`src/rtl/write_ctrl.sv`:
```
`default_nettype none
// ============================================================================
// Module   : write_ctrl
// Purpose  : Producer-side controller for a two-slot ping-pong byte buffer.
//            Optional dropped-byte counter enabled by WRITE_CTRL_DROP_CNT_EN.
// Revision : 1.0  initial release
// ============================================================================
module write_ctrl #(
    parameter int DW = 8
) (
    input  logic          clk,
    input  logic          rst,
    input  logic [DW-1:0] din,
    input  logic          din_vld,
    output logic          din_rdy,
    output logic          din_err,
    input  logic [1:0]    status_vld,
    output logic          w_addr,
    output logic [DW-1:0] w_data,
    output logic          w_en,
    output logic [1:0]    w_done
`ifdef WRITE_CTRL_DROP_CNT_EN
    ,
    output logic [7:0]    drop_cnt
`endif
);

    typedef enum logic [2:0] {
        S_INIT  = 3'd0,
        S_WAIT  = 3'd1,
        S_WRITE = 3'd2,
        S_DONE  = 3'd3,
        S_ERR   = 3'd4
    } state_t;

    state_t        state_q;
    logic          w_addr_q;
    logic [DW-1:0] w_data_q;
    logic          din_rdy_q;
    logic          w_en_q;
    logic [1:0]    w_done_q;
    logic          din_err_q;

    // Outputs are registered alongside the state, so each one reflects
    // exactly the state being entered and never an input path.
    always_ff @(posedge clk) begin
        if (rst) begin
            state_q   <= S_INIT;
            w_addr_q  <= 1'b0;
            w_data_q  <= '0;
            din_rdy_q <= 1'b0;
            w_en_q    <= 1'b0;
            w_done_q  <= 2'b00;
            din_err_q <= 1'b0;
        end else begin
            din_rdy_q <= 1'b0;
            w_en_q    <= 1'b0;
            w_done_q  <= 2'b00;
            din_err_q <= 1'b0;
            case (state_q)
                S_INIT: begin
                    state_q   <= S_WAIT;
                    din_rdy_q <= 1'b1;
                end
                S_WAIT: begin
                    if (din_vld) begin
                        if (status_vld[w_addr_q]) begin
                            state_q   <= S_ERR;
                            din_err_q <= 1'b1;
                        end else begin
                            state_q  <= S_WRITE;
                            w_data_q <= din;
                            w_en_q   <= 1'b1;
                        end
                    end else begin
                        din_rdy_q <= 1'b1;
                    end
                end
                S_WRITE: begin
                    state_q  <= S_DONE;
                    w_done_q <= w_addr_q ? 2'b10 : 2'b01;
                end
                S_DONE: begin
                    state_q   <= S_WAIT;
                    w_addr_q  <= ~w_addr_q;
                    din_rdy_q <= 1'b1;
                end
                S_ERR: begin
                    // Slot pointer is kept so the same slot is retried.
                    state_q   <= S_WAIT;
                    din_rdy_q <= 1'b1;
                end
                default: begin
                    state_q <= S_INIT;
                end
            endcase
        end
    end

`ifdef WRITE_CTRL_DROP_CNT_EN
    logic [7:0] drop_cnt_q;

    always_ff @(posedge clk) begin
        if (rst) begin
            drop_cnt_q <= 8'h00;
        end else if (state_q == S_WAIT && din_vld && status_vld[w_addr_q]
                     && drop_cnt_q != 8'hFF) begin
            drop_cnt_q <= drop_cnt_q + 8'h01;
        end
    end

    assign drop_cnt = drop_cnt_q;
`endif

    assign din_rdy = din_rdy_q;
    assign din_err = din_err_q;
    assign w_addr  = w_addr_q;
    assign w_data  = w_data_q;
    assign w_en    = w_en_q;
    assign w_done  = w_done_q;

endmodule
`default_nettype wire

```
`config.mk`:
```
export PLATFORM = sky130hd
export DESIGN_NAME = write_ctrl
export DESIGN_NICKNAME = d
export VERILOG_FILES = /design/src/rtl/write_ctrl.sv
export SDC_FILE = /design/constraint.sdc
export NUM_CORES = 1
export LEC_CHECK = 0
export CAP_MARGIN = 40
export CORE_MARGIN = 10
export CORE_UTILIZATION = 28
export CTS_CLUSTER_DIAMETER = 50
export DETAILED_ROUTE_END_ITERATION = 7
export SYNTH_ARGS = -nofsm -noshare
export SYNTH_HDL_FRONTEND = slang
export SYNTH_SLANG_ARGS = --single-unit
```
`constraint.sdc`:
```
create_clock -name clk -period 1.5 [get_ports clk]
set_input_delay 0.3 -clock clk [delete_from_list [all_inputs] [get_ports clk]]
set_output_delay 0.3 -clock clk [all_outputs]
set_load 0.02 [all_outputs]
```
# Yosys cells after proc, flatten, opt, wreduce, memory -nomap -nowiden
# Index checks and enable logic that the tools add are counted.
# op_classes
order_cmp	1
n_eq_ne	5
mux	10
bitwise	5
n_reduce_logical	5
# op_table
op	count
3-bit one-hot mux with 3 select lines	1
3-bit by 2-bit equality test with 1-bit output, second input constant	2
3-bit 2-to-1 mux	2
3-bit OR reduction	2
1-bit 2-to-1 mux	5
1-bit NOT	5
3-bit by 1-bit equality test with 1-bit output, second input constant	1
3-bit equality test, second input constant	1
3-bit logical NOT	1
3-bit AND reduction	1
1-bit by 2-bit less-than comparator with 1-bit output, second input constant	1
2-bit 2-to-1 mux	1
2-bit != test, second input constant	1
1-bit one-hot mux with 2 select lines	1
2-bit OR reduction	1
# totals
register_bits	17
inputBits	13
output_inout_bits	14
elab_cells	33

# Depth between registers and ports, before layout
# Gate-level depths: netlist (run 1).
# depth
depth_word	5
mapped_depth	4
depth_no_buf	3

# Worst setup path before layout (run 1)
# OpenSTA, ideal clock, no wires.
# synth_timing
path_kind	reg-to-reg
start	register w_addr_q, in the netlist w_addr
end	register w_data_q[0], in the netlist w_data[0]
setup_ps	72
t_arrival_ps	1343
required_ps	1428
slack_ps	86
path_stages_with_launch	5
path_buffers	1
period_less_slack_ps	1414
cell_sequence	dfxtp_1 mux2i_1 and4b_1 buf_6 mux2i_1
# synth_between
elab_chain_len	4
# synth_lines
item	line_no	source
start, declared	37	logic w_addr_q;
start signal, assigned	85	w_addr_q <= ~w_addr_q;
1-bit 2-to-1 mux (implied by the code) (2 in series)	67	if (status_vld[w_addr_q]) begin
1-bit NOT (no source line)	-	
3-bit AND reduction (no source line)	-	
end signal, assigned	72	w_data_q <= din;
end, declared	38	logic [DW-1:0] w_data_q;
# Every way passes these cells. The select of a mux whose other input is x is not followed.
# A chain may end at the register's enable or synchronous reset.

# Final worst setup path (run 1)
# layout_timing
start	input port din_vld
end	register w_data_q[7], in the netlist w_data[7]
# layout_between
elab_chain_len	1
# layout_lines
item	line_no	source
start, declared	14	input logic din_vld,
3-bit AND reduction (no source line)	-	
# Every way passes these cells.

==> impl_metrics.env, run 1 <==
export IMPL_holdBufCountCts=0
export IMPL_tns_ns=0
export IMPL_yosysTopAreaCell="dfxtp_1"
export IMPL_met3_length_um=197
export IMPL_syn_inst=64
export IMPL_finalWorstSetupSlack_ns=0.1268
export IMPL_cts_setup_buffers=0
export IMPL_cts_clk_slew_worst_paths_ns=0.09
export IMPL_die_y_um=68.99
export IMPL_leakagePower_uw=0.0004309
export IMPL_grt_overflow_total=0
export IMPL_routed_wl_mm=1.534
export IMPL_grt_use_total_pct=6.364
export IMPL_grt_max_degree=12
export IMPL_grt_pass1_vias=529
export IMPL_relSlewSlack_pct=79.96
export IMPL_syn_area_per_cell_um2=10.50
export IMPL_tightest_slew_ns=0.2930
export IMPL_grt_pass1_wl_mm=2.263
export IMPL_yosysWarnings=0
export IMPL_antenna_left=0
export IMPL_wl_met1_um=728
export IMPL_worstSetupEndpointType="register"
export IMPL_ys_top_cells_by_area="dfxtp_1 51%, nand2b_1 16%, mux2i_1 13%, nor4_1 2.8%, nor2b_1 1.9%"
export IMPL_min_period_ns=1.373
export IMPL_top_layer_used="met4"
export IMPL_cts_buffers=3
export IMPL_postPlaceCellArea_um2=1002
export IMPL_rsz0062_at_grt="no"
export IMPL_postLayoutCellArea_um2=1011
export IMPL_report_final_slew_viol_count=0
export IMPL_wl_per_cell_um=12.37
export IMPL_vdd_drop_max_mv=0.3426
export IMPL_drive_above_1_share_pct=9.375
export IMPL_syn_area_um2=671.9
export IMPL_fmax_mhz=728.2
export IMPL_cts_sinks=17
export IMPL_finalHoldViolations=0
export IMPL_start_util_pct=29.80
export IMPL_yosysSeqAreaShare_pct=50.65
export IMPL_vias=546
export IMPL_p_per_area_nw_per_um2=840.1
export IMPL_dpl_cell_count=120
export IMPL_dieArea_um2=4759
export IMPL_antenna_found_initial=0
export IMPL_fp_dieW_um=68.99
export IMPL_required_ns=1.71
export IMPL_dp_slack_ns=-0.1858
export IMPL_fin_skew_ns=0.002270
export IMPL_coreArea_um2=2255
export IMPL_place_congestion=0.8063
export IMPL_hpwl_mm=1.183
export IMPL_areaGrowthSynthToFinish_pct=50.47
export IMPL_rrSetupSlack_ns=0.16
export IMPL_io_buffers=26
export IMPL_synth_top_area_share_pct=50.65
export IMPL_wl_met2_um=601
export IMPL_cts_buffer_depth=2
export IMPL_synth_nets=77
export IMPL_crit_path_start_kind="input pin"
export IMPL_cts_tree="yes"
export IMPL_first_iter_violations=13
export IMPL_setup_violations=0
export IMPL_fin_crit_sh_pct=91.55
export IMPL_drtPass1Iterations=4
export IMPL_maxCapViolCount=0
export IMPL_status="complete, no violations"
export IMPL_worst_setup_path_type="input pin to register"
export IMPL_clock_root_buffer="clkbuf_4"
export IMPL_synth_cell_types=18
export IMPL_clk_latency_ns=0.28
export IMPL_final_cells=124
export IMPL_io_pins=27
export IMPL_route_detailed_drc=0
export IMPL_cts_resized=14
export IMPL_cts_htree_levels=1
export IMPL_rows=17
export IMPL_vias_per_cell=4.403
export IMPL_final_nets=110
export IMPL_critPathArrivalTime_ns=1.58
export IMPL_diodes=0
export IMPL_path_max_fanout=8
export IMPL_ys_seq_elements=17
export IMPL_min_path_type="register to register"
-- synth_stat cells --
cell type  number
nand3_1         1
xor2_1          1
clkbuf_1        3
nor2b_1         2
nor4b_1         1
nor2_1          2
nor3_1          1
dfxtp_1        17
a2111oi_0       1
o22a_1          1
a211oi_1        1
nor4_1          3
mux2i_1         9
nand2b_1       17
and4b_1         1
nand3b_1        1
nand2_1         1
buf_6           1
-- registers in the layout, indices dropped and copies added (netlist names) --
| signal | cells |
|---|---|
| din_err | 1 |
| din_rdy | 1 |
| state_q | 3 |
| w_addr | 1 |
| w_data | 8 |
| w_done | 2 |
| w_en | 1 |
-- final timing paths --
check,start,endpoint,cells after the start
min reg2reg,w_data[5],w_data[5],2
min,w_data[5],w_data[5],2
max,din_vld,w_data[7],5
max reg2reg,w_addr,w_data[7],4
-- cell families (layout without fill, tap and decap cells) --
family | after synthesis | in the layout | synth area share (%)
compound gates | 3 | 3 | 3.725
xor+xnor | 1 | 1 | 1.304
buf+inv | 4 | 36 | 3.352
flops | 17 | 17 | 50.65
mux | 9 | 9 | 13.41
simple gates | 30 | 30 | 27.56
-- power by group --
part	total (uW)	internal, uW	switching (uW)
logic	134	78.4	55.3
registers	482	469	12.9
clock network	234	103	131
total	849	650	199
-- stage by stage --
stage | hold WS (ns) | util [%] | total power [uW]
2_1_floorplan | 0.4547 | - | 555.6
3_3_place_gp | 0.4585 | 44.45 | 635.9
3_5_place_dp | 0.4643 | 44.45 | 636.5
4_1_cts | 0.4798 | 44.84 | 867.1
5_1_grt | 0.5022 | 44.84 | 905.9
6_report | 0.4745 | 44.84 | 849.3
-- cells in the final DEF (no fill, tap or decap), drive strengths merged --
master / Yosys / final
nor4b: 1 / 1
nor2b: 2 / 2
dfxtp: 17 / 17
o22a: 1 / 1
clkdlybuf4s50: 0 / 12
nand3b: 1 / 1
dlygate4sd2: 0 / 14
buf: 1 / 6
nand2: 1 / 1
a211oi: 1 / 1
a2111oi: 1 / 1
nand2b: 17 / 17
nand3: 1 / 1
nor4: 3 / 3
mux2i: 9 / 9
nor2: 2 / 2
clkbuf: 3 / 4
xor2: 1 / 1
nor3: 1 / 1
and4b: 1 / 1
-- metal layers --
| layer | GRT usage (%) | vias to the layer above |
|---|---|---|
| met4 | 3.695 | 0 |
| li1 | - | 282 |
| met5 | 0 | - |
| met3 | 3.060 | 2 |
| met2 | 9.361 | 21 |
| met1 | 7.346 | 241 |
-- worst max-delay path, cell delays in order --
cell	delay [ns]
clkdlybuf4s50_1	0.45
nor2b_1	0.23
and4b_1	0.28
buf_12	0.14
mux2i_1	0.18
-- layout make-up --
type	instances	area (um2)
Clock buffer	4	26.28
Fill cell	243	1244
Multi-Input combinational cell	43	309.0
Sequential cell	17	340.3
Tap cell	28	35.03
Timing Repair Buffer	32	300.3
(Power assumes the default switching activity.)
==> run 2, diff against run 1 <==
--- a/config.mk
+++ b/config.mk
@@ -5,11 +5,13 @@
 export SDC_FILE = /design/constraint.sdc
 export NUM_CORES = 1
 export LEC_CHECK = 0
+export ABC_AREA = 1
 export CAP_MARGIN = 40
-export CORE_MARGIN = 10
+export CORE_MARGIN = 2
 export CORE_UTILIZATION = 28
 export CTS_CLUSTER_DIAMETER = 50
 export DETAILED_ROUTE_END_ITERATION = 7
+export GPL_ROUTABILITY_DRIVEN = 0
 export SYNTH_ARGS = -nofsm -noshare
 export SYNTH_HDL_FRONTEND = slang
 export SYNTH_SLANG_ARGS = --single-unit
==> run 2 against run 1 <==
  * Maximum frequency rose by 7.6%
  * Register-to-register slack improved by 0.18 ns
  * Power rose by 14%
  * Clock power rose by 6%
  * Global-route usage rose by 4.6 points
  * Combinational power rose by 67%
  * Sequential share of layout area fell by 1.3 points
  * Clock-buffer cell count did not move
  * Worst hold slack improved by 0.016 ns
  * Flip-flop and latch count did not move
==> impl_metrics.env, run 2 <==
export IMPL_status="complete, no violations"
export IMPL_grt_pass1_wl_mm=2.753
export IMPL_fmax_mhz=783.2
export IMPL_tns_ns=0
export IMPL_yosysTopAreaCell="dfxtp_1"
export IMPL_ys_seq_elements=17
export IMPL_largest_register_ffs=8
export IMPL_min_path_type="register to register"
export IMPL_dpl_cell_count=150
export IMPL_crit_slowest_cell="dfxtp_1"
export IMPL_coreArea_um2=2500
export IMPL_p_per_area_nw_per_um2=922.7
export IMPL_yosysSeqAreaShare_pct=45.41
export IMPL_postPlaceCellArea_um2=1044
export IMPL_maxCapViolCount=0
export IMPL_cts_buffers=3
export IMPL_synth_edf_count=0
export IMPL_rsz0062_at_grt="no"
export IMPL_drive_above_1_share_pct=18.55
export IMPL_grt_overflow_total=0
export IMPL_io_pins=27
export IMPL_cts_sinks=17
export IMPL_cts_clk_slew_worst_paths_ns=0.10
export IMPL_leakagePower_uw=0.0004939
export IMPL_cts_buffer_depth=2
export IMPL_syn_area_per_cell_um2=7.973
export IMPL_grt_use_total_pct=10.96
export IMPL_critPathMaxStageDelay_ns=0.35
export IMPL_required_ns=1.20
export IMPL_route_detailed_drc=0
export IMPL_setup_violations=0
export IMPL_p_total_uw=970.9
export IMPL_final_common_cell="dfxtp_1"
export IMPL_synth_most_common_cell="dfxtp_1"
export IMPL_vias=694
export IMPL_antenna_left=0
export IMPL_crit_chain="dlygate4sd2_1"
export IMPL_final_nets=138
export IMPL_hold_ws_ns=0.4908
export IMPL_cts_tree="yes"
export IMPL_fp_dieW_um=55.74
export IMPL_fin_crit_sh_pct=85.12
export IMPL_finalHoldViolations=0
export IMPL_ys_flop_type="dfxtp_1"
export IMPL_grt_max_degree=12
export IMPL_dieArea_um2=3106
export IMPL_postLayoutCellArea_um2=1052
export IMPL_io_buffers=26
export IMPL_areaGrowthSynthToFinish_pct=40.40
export IMPL_worstSetupEndpointType="primary output"
export IMPL_ys_top_cells_by_count="17 x dfxtp_1, 16 x nor2_1, 13 x nand2_1"
export IMPL_clk_latency_ns=0.29
export IMPL_vdd_drop_max_mv=0.4194
export IMPL_syn_area_um2=749.5
export IMPL_report_final_slew_viol_count=0
export IMPL_routed_wl_mm=1.552
export IMPL_synth_cell_types=21
export IMPL_relSlewSlack_pct=78.90
export IMPL_final_cell_mix="17 x dfxtp_1, 16 x nor2_1, 14 x dlygate4sd2_1"
export IMPL_path_max_fanout=2
export IMPL_critPathTopFamily="flip-flops"
export IMPL_worst_setup_path_type="register to primary output"
export IMPL_die_y_um=55.74
export IMPL_hpwl_mm=1.226
export IMPL_async_reset_ff_share_pct=0
export IMPL_crit_path_start_kind="register"
export IMPL_synth_top_area_share_pct=45.41
export IMPL_cts_htree_levels=1
export IMPL_clock_root_buffer="clkbuf_4"
export IMPL_critPathArrivalTime_ns=0.98
export IMPL_crit_buf_inv=1
export IMPL_tightest_slew_ns=0.3155
export IMPL_wl_per_cell_um=10.08
export IMPL_fin_skew_ns=0.005273
export IMPL_syn_inst=94
export IMPL_vias_per_cell=4.506
export IMPL_rows=18
export IMPL_grt_pass1_vias=649
export IMPL_ys_top_cells_by_area="dfxtp_1 45%, nor2_1 8.0%, nand2_1 6.5%, inv_1 6.0%, nand3_1 5.3%"
export IMPL_diodes=0
export IMPL_start_util_pct=29.98
export IMPL_antenna_found_initial=0
export IMPL_yosysWarnings=0
export IMPL_min_period_ns=1.277
export IMPL_synth_nets=107
export IMPL_first_iter_violations=30
export IMPL_drtPass1Iterations=4
export IMPL_final_cells=154
run 2: layout make-up:
class / instances / area (um2)
fillers: 284 / 1448
flip-flops and latches: 17 / 340.3
multi-input cells: 61 / 337.8
repair buffers: 28 / 257.7
inverters: 14 / 52.55
well taps: 30 / 37.54
clock buffers: 4 / 26.28
run 2: cells by family after synthesis:
kind of cell,count (synthesis),synth area share (%)
buffers and inverters,16,9.516
flip-flops,17,45.41
AO/OA/AOI/OAI,6,4.507
AND/OR/NAND/NOR,55,40.57
run 2: report_power, final:
| group | internal [uW] | switching, uW |
|---|---|---|
| Clock | 103 | 145 |
| Sequential | 480 | 18.8 |
| Combinational | 96.2 | 128 |
| Total | 679 | 292 |
run 2: worst register-to-register path, delay by kind of cell, from the launching register on:
| kind | cells | cell delay, ns |
|---|---|---|
| AND/OR/NAND/NOR | 5 | 0.56 |
| buffers and inverters | 1 | 0.15 |
| flip-flops | 1 | 0.35 |
run 2: per-layer routing:
layer	share of wire [%]	vias up	GRT usage, %	routed length, um
met3	9.1	2	3.256	141
met5	0	-	0	0
met1	44	308	13.69	678
li1	-	353	-	-
met4	1.1	0	4.181	17
met2	46	31	17.69	715
run 2: final timing paths:
| kind | from | to | slack [ns] | cells after the start |
|---|---|---|---|---|
| max | w_data[3] | w_data[3] | 0.22 | 1 |
| min | w_data[6] | w_data[6] | 0.49 | 2 |
| max reg2reg | state_q[2] | w_data[4] | 0.34 | 6 |
| min reg2reg | w_data[6] | w_data[6] | 0.49 | 2 |
run 2: what timing repair did:
action,in CTS,in global routing
setup endpoints to repair,14,0
resized for setup,14,0
hold buffers,0,0
buffers inserted,0,0
run 2: metrics by stage:
| step | setup WS [ns] | utilization (%) |
|---|---|---|
| 6_report | 0.2232 | 42.09 |
| 5_1_grt | 0.1817 | 42.09 |
| 4_1_cts | 0.2061 | 42.09 |
| 3_5_place_dp | 0.04678 | 41.74 |
| 3_3_place_gp | 0.07033 | 41.74 |
| 2_1_floorplan | 0.3179 | - |
==> patch 1 (settings of run 2) <==
Change the parameter `DW` from 8 to 6.
--- a/src/rtl/write_ctrl.sv
+++ b/src/rtl/write_ctrl.sv
@@ -6,7 +6,7 @@
 // Revision : 1.0  initial release
 // ============================================================================
 module write_ctrl #(
-    parameter int DW = 8
+    parameter int DW = 6
 ) (
     input  logic          clk,
     input  logic          rst,
Ports: changed (resized din and w_data); port bits go from 27 to 23. No check against the original RTL was run, so the function may have changed too.
==> patch 1 against run 2 <==
  * Area after synthesis down 9.5%
  * Utilization shrank 1.1 points
  * Worst hold slack improved by 0.0024 ns
  * Final area fell by 12%
  * Routed wire length decreased by 14%
  * Global-route usage hardly changed
  * Power down 9.1%
  * Sequential cell count down 2
  * Maximum frequency increased by 0.14%
  * Cell count down 14%
  * Setup slack improved by 0.0018 ns
==> patch 1: results (changes against run 2) <==
stage	metric	value	unit	change
drt	routed wl met3	97	µm	-31%
global_routing	met1 usage in global routing	12.7	%	-0.98 points
drt	vias	576		-17%
finish	FILL cells	256		-9.9%
finish	Final Non-Filler Cells	133		-14%
pwr	switching part of the total	30.2	%	+0.18 points
critical_path	FF-to-FF setup slack	0.39	ns	+0.05 ns
synth	Seq/Total Area, Yosys	44.3	%	-1.1 points
finish	max reg flops	6		-2
critical_path	crit path launch	w_data[0]		
finish	fin nets	117		-15%
placement	Place WS	0.0250	ns	-0.0218 ns
placement	DPL Wire Length	999	µm	-18%
sta	Worst-Margin Slew	0.298	ns	-0.0171 ns
drt	DR WL met2	604	µm	-16%
synth	Syn Nets	91		-15%
clock_tree	Reg clk slew, reported paths	0.08	ns	-0.02 ns
pwr	maximum vdd drop	327	µV	-22%
synth	Cell variety after synth	17		-19%
critical_path	Worst Setup EP	w_data[0]		
sta	skew final	0.00404	ns	-0.00124 ns
global_routing	first-pass GRT wire length	2.19	mm	-20%
placement	IO Port Bufs	22		-15%
finish	cell area after layout	925	µm²	-12%
critical_path	reg2reg end	w_data[0]		
global_routing	Total Routing Usage GR	11.0	%	about the same
sta	Min Hold Slack	0.493	ns	+0.00236 ns
synth	synth cell count leaders	dfxtp_1, inv_1, nand2_1, nor2_1, nand3_1		
sta	Final Cycle Share	85.0	%	-0.12 points
global_routing	met3 Track Usage GR	3.67	%	+0.42 points
status	status	finished clean		
placement	Area after DPL	910	µm²	-13%
global_routing	vias in the first global route	546		-16%
min_path	worst hold start	w_data[1]		
drt	wire per inst	10.1	µm	+0.12%
drt	WL met1	606	µm	-11%
patch 1: final cells by class:
| type | count | share of cell area [%] |
|---|---|---|
| clock buffer | 4 | 2.84 |
| inverter | 13 | 5.28 |
| multi-input combinational | 50 | 32.2 |
| sequential | 15 | 32.5 |
| tap | 28 | 3.79 |
| timing repair buffer | 23 | 23.4 |
patch 1: how the worst min path moves through the flow:
stage,end,cells after the start
6_report,w_data[1],2
4_1_cts,w_data[3],2
3_3_place_gp,w_data[3],2
3_5_place_dp,w_data[4],2
2_1_floorplan,w_addr,1
5_1_grt,w_data[1],2
patch 1: tightest hold or removal path, cell delays in order (launching register included):
cell and delay [ns]:
dfxtp_1 0.35, a21oi_2 0.04, nor2_1 0.08
patch 1: power groups by stage:
stage | clock network [µW] | logic, µW | registers [µW]
final | 229 | 210 | 444
after global routing | 270 | 230 | 449
after CTS | 248 | 212 | 445
after detailed placement | 0 | 224 | 455
after global placement | 0 | 222 | 455
after floorplan | 0 | 128 | 480
==> patch 2 (flow settings as in run 2) <==
Made on the original files. Re-encode `state_t` (5 states) as one-hot, 5 bits wide.
--- a/src/rtl/write_ctrl.sv
+++ b/src/rtl/write_ctrl.sv
@@ -25,12 +25,12 @@
 `endif
 );
 
-    typedef enum logic [2:0] {
-        S_INIT  = 3'd0,
-        S_WAIT  = 3'd1,
-        S_WRITE = 3'd2,
-        S_DONE  = 3'd3,
-        S_ERR   = 3'd4
+    typedef enum logic [4:0] {
+        S_INIT  = 5'b00001,
+        S_WAIT  = 5'b00010,
+        S_WRITE = 5'b00100,
+        S_DONE  = 5'b01000,
+        S_ERR   = 5'b10000
     } state_t;
 
     state_t        state_q;
Formal check against the unedited RTL: same outputs for any inputs over 10 cycles, from zero or initial values and one cycle with rst high; not proved beyond that.
==> patch 2 against run 2 <==
  * Die area grew 3.7%
  * Synthesized cell count grew 7.4%
  * Critical path depth is the same
  * Routed wire length grew 2.3%
  * Utilization shrank 1.6 points
  * Maximum frequency shrank 6.3%
  * Area after synthesis grew 4.0%
  * Combinational power shrank 31%
  * Sequential cell count grew 2
  * Setup slack lost 0.085 ns
  * Power shrank 2.5%
  * Non-clock buffer count is the same
  * Final area grew 4.3%
  * Critical endpoint is now w_addr
  * Largest cell class unchanged
  * Largest power group unchanged
==> patch 2: results (changes against run 2) <==
stage	metric	value	unit	change
critical_path	Crit Path Max Fanout	5		+3
sta	skew final	0.00419	ns	-0.00109 ns
critical_path	reg2reg end	w_data[1]		
finish	FILL cells	286		+0.70%
sta	Slew HR	81.0	%	+2.1 points
pwr	maximum vdd drop	608	µV	+45%
global_routing	Total Routing Usage GR	11.0	%	about the same
clock_tree	clock root buffer	clkbuf_4		
global_routing	met1 usage in global routing	12.7	%	-0.95 points
critical_path	crit path launch	w_addr		
finish	fin nets	146		+5.8%
critical_path	WP data arrival	1.06	ns	+0.08 ns
min_path	Worst Hold End	w_data[7]		
drt	DR WL met2	739	µm	+3.4%
synth	synth cell count leaders	nor2_1, dfxtp_1, nand2_1, inv_1, nand3_1		
global_routing	vias in the first global route	651		+0.31%
pwr	Leakage	0.000550	µW	+11%
sta	Min Hold Slack	0.489	ns	-0.00168 ns
sta	final setup TNS	0	ns	unchanged
synth	ranking of synthesized cells by area	dfxtp_1, nor2_1, nand2_1, inv_1, nand3_1		
placement	Place WS	0.0570	ns	+0.0102 ns
placement	DPL Wire Length	1.25	mm	+2.3%
drt	WL met1	720	µm	+6.2%
synth	top-count cell post-synth	nor2_1		
drt	TritonRoute pass-1 iters	4		unchanged
drt	uppermost layer routed	met3		
drt	DRT iter0 DRCs	8		-73%
drt	Vias/cell	4.29		-4.7%
synth	Cell variety after synth	19		-9.5%
global_routing	met3 Track Usage GR	5.53	%	+2.3 points
status	status	finished clean		
global_routing	largest net degree at the start of global routing	11		-1
finish	share of layout cells above drive strength 1	10.6	%	-7.9 points
finish	Ant. Diodes	0		unchanged
critical_path	CP peak stage delay	0.42	ns	+0.07 ns
min_path	worst hold start	w_data[7]		
synth	Seq/Total Area, Yosys	48.8	%	+3.4 points
drt	routed wl met3	128	µm	-9.2%
global_routing	met2 usage	18.8	%	+1.1 points
synth	Syn Nets	114		+6.5%
clock_tree	Reg clk slew, reported paths	0.10	ns	about the same
drt	wire per inst	9.74	µm	-3.3%
global_routing	first-pass GRT wire length	2.73	mm	-0.76%
## patch 2: cell type report
| type | count | area, µm² | share of cell area (%) |
|---|---|---|---|
| flip-flops and latches | 19 | 380 | 34.7 |
| multi-input cells | 66 | 338 | 30.8 |
| repair buffers | 28 | 258 | 23.5 |
| inverters | 15 | 56.3 | 5.13 |
| well taps | 31 | 38.8 | 3.53 |
| clock buffers | 4 | 26.3 | 2.39 |
## patch 2: kinds of logic (layout without fill, tap and decap cells)
family	after synthesis	count (layout)	share of synthesized area [%]
buffers and inverters	16	47	7.86
and+or+nand+nor	62	62	40.3
xor gates and xnor gates	1	1	1.12
DFF	19	19	48.8
AOI/OAI and AO/OA	3	3	1.93
## patch 2: how the worst max path moves through the flow
stage | endpoint | slack (ns) | depth (start not counted)
after floorplan | w_data[0] | 0.31 | 7
after global placement | w_data[5] | 0.06 | 7
after detailed placement | w_data[6] | 0.06 | 7
after CTS | w_addr | 0.11 | 1
after global routing | w_addr | 0.07 | 1
final | w_addr | 0.14 | 1
## patch 2: tightest hold or removal path, stage by stage (launching register included)
cell	delay, ns
dfxtp_1	0.32
nor2_1	0.09
nor2_1	0.05
## patch 2: where the power goes
| group | internal, µW | switching [µW] |
|---|---|---|
| combinational | 69.0 | 86.1 |
| clock | 103 | 151 |
| sequential | 525 | 12.6 |
## patch 2: through the flow
| stage | utilization, % | instances | instance area (µm²) |
|---|---|---|---|
| after floorplan | - | 101 | 779 |
| after global placement | 40.2 | 159 | 1090 |
| after detailed placement | 40.2 | 159 | 1090 |
| after CTS | 40.5 | 163 | 1100 |
| after global routing | 40.5 | 163 | 1100 |
| final | 40.5 | 163 | 1100 |
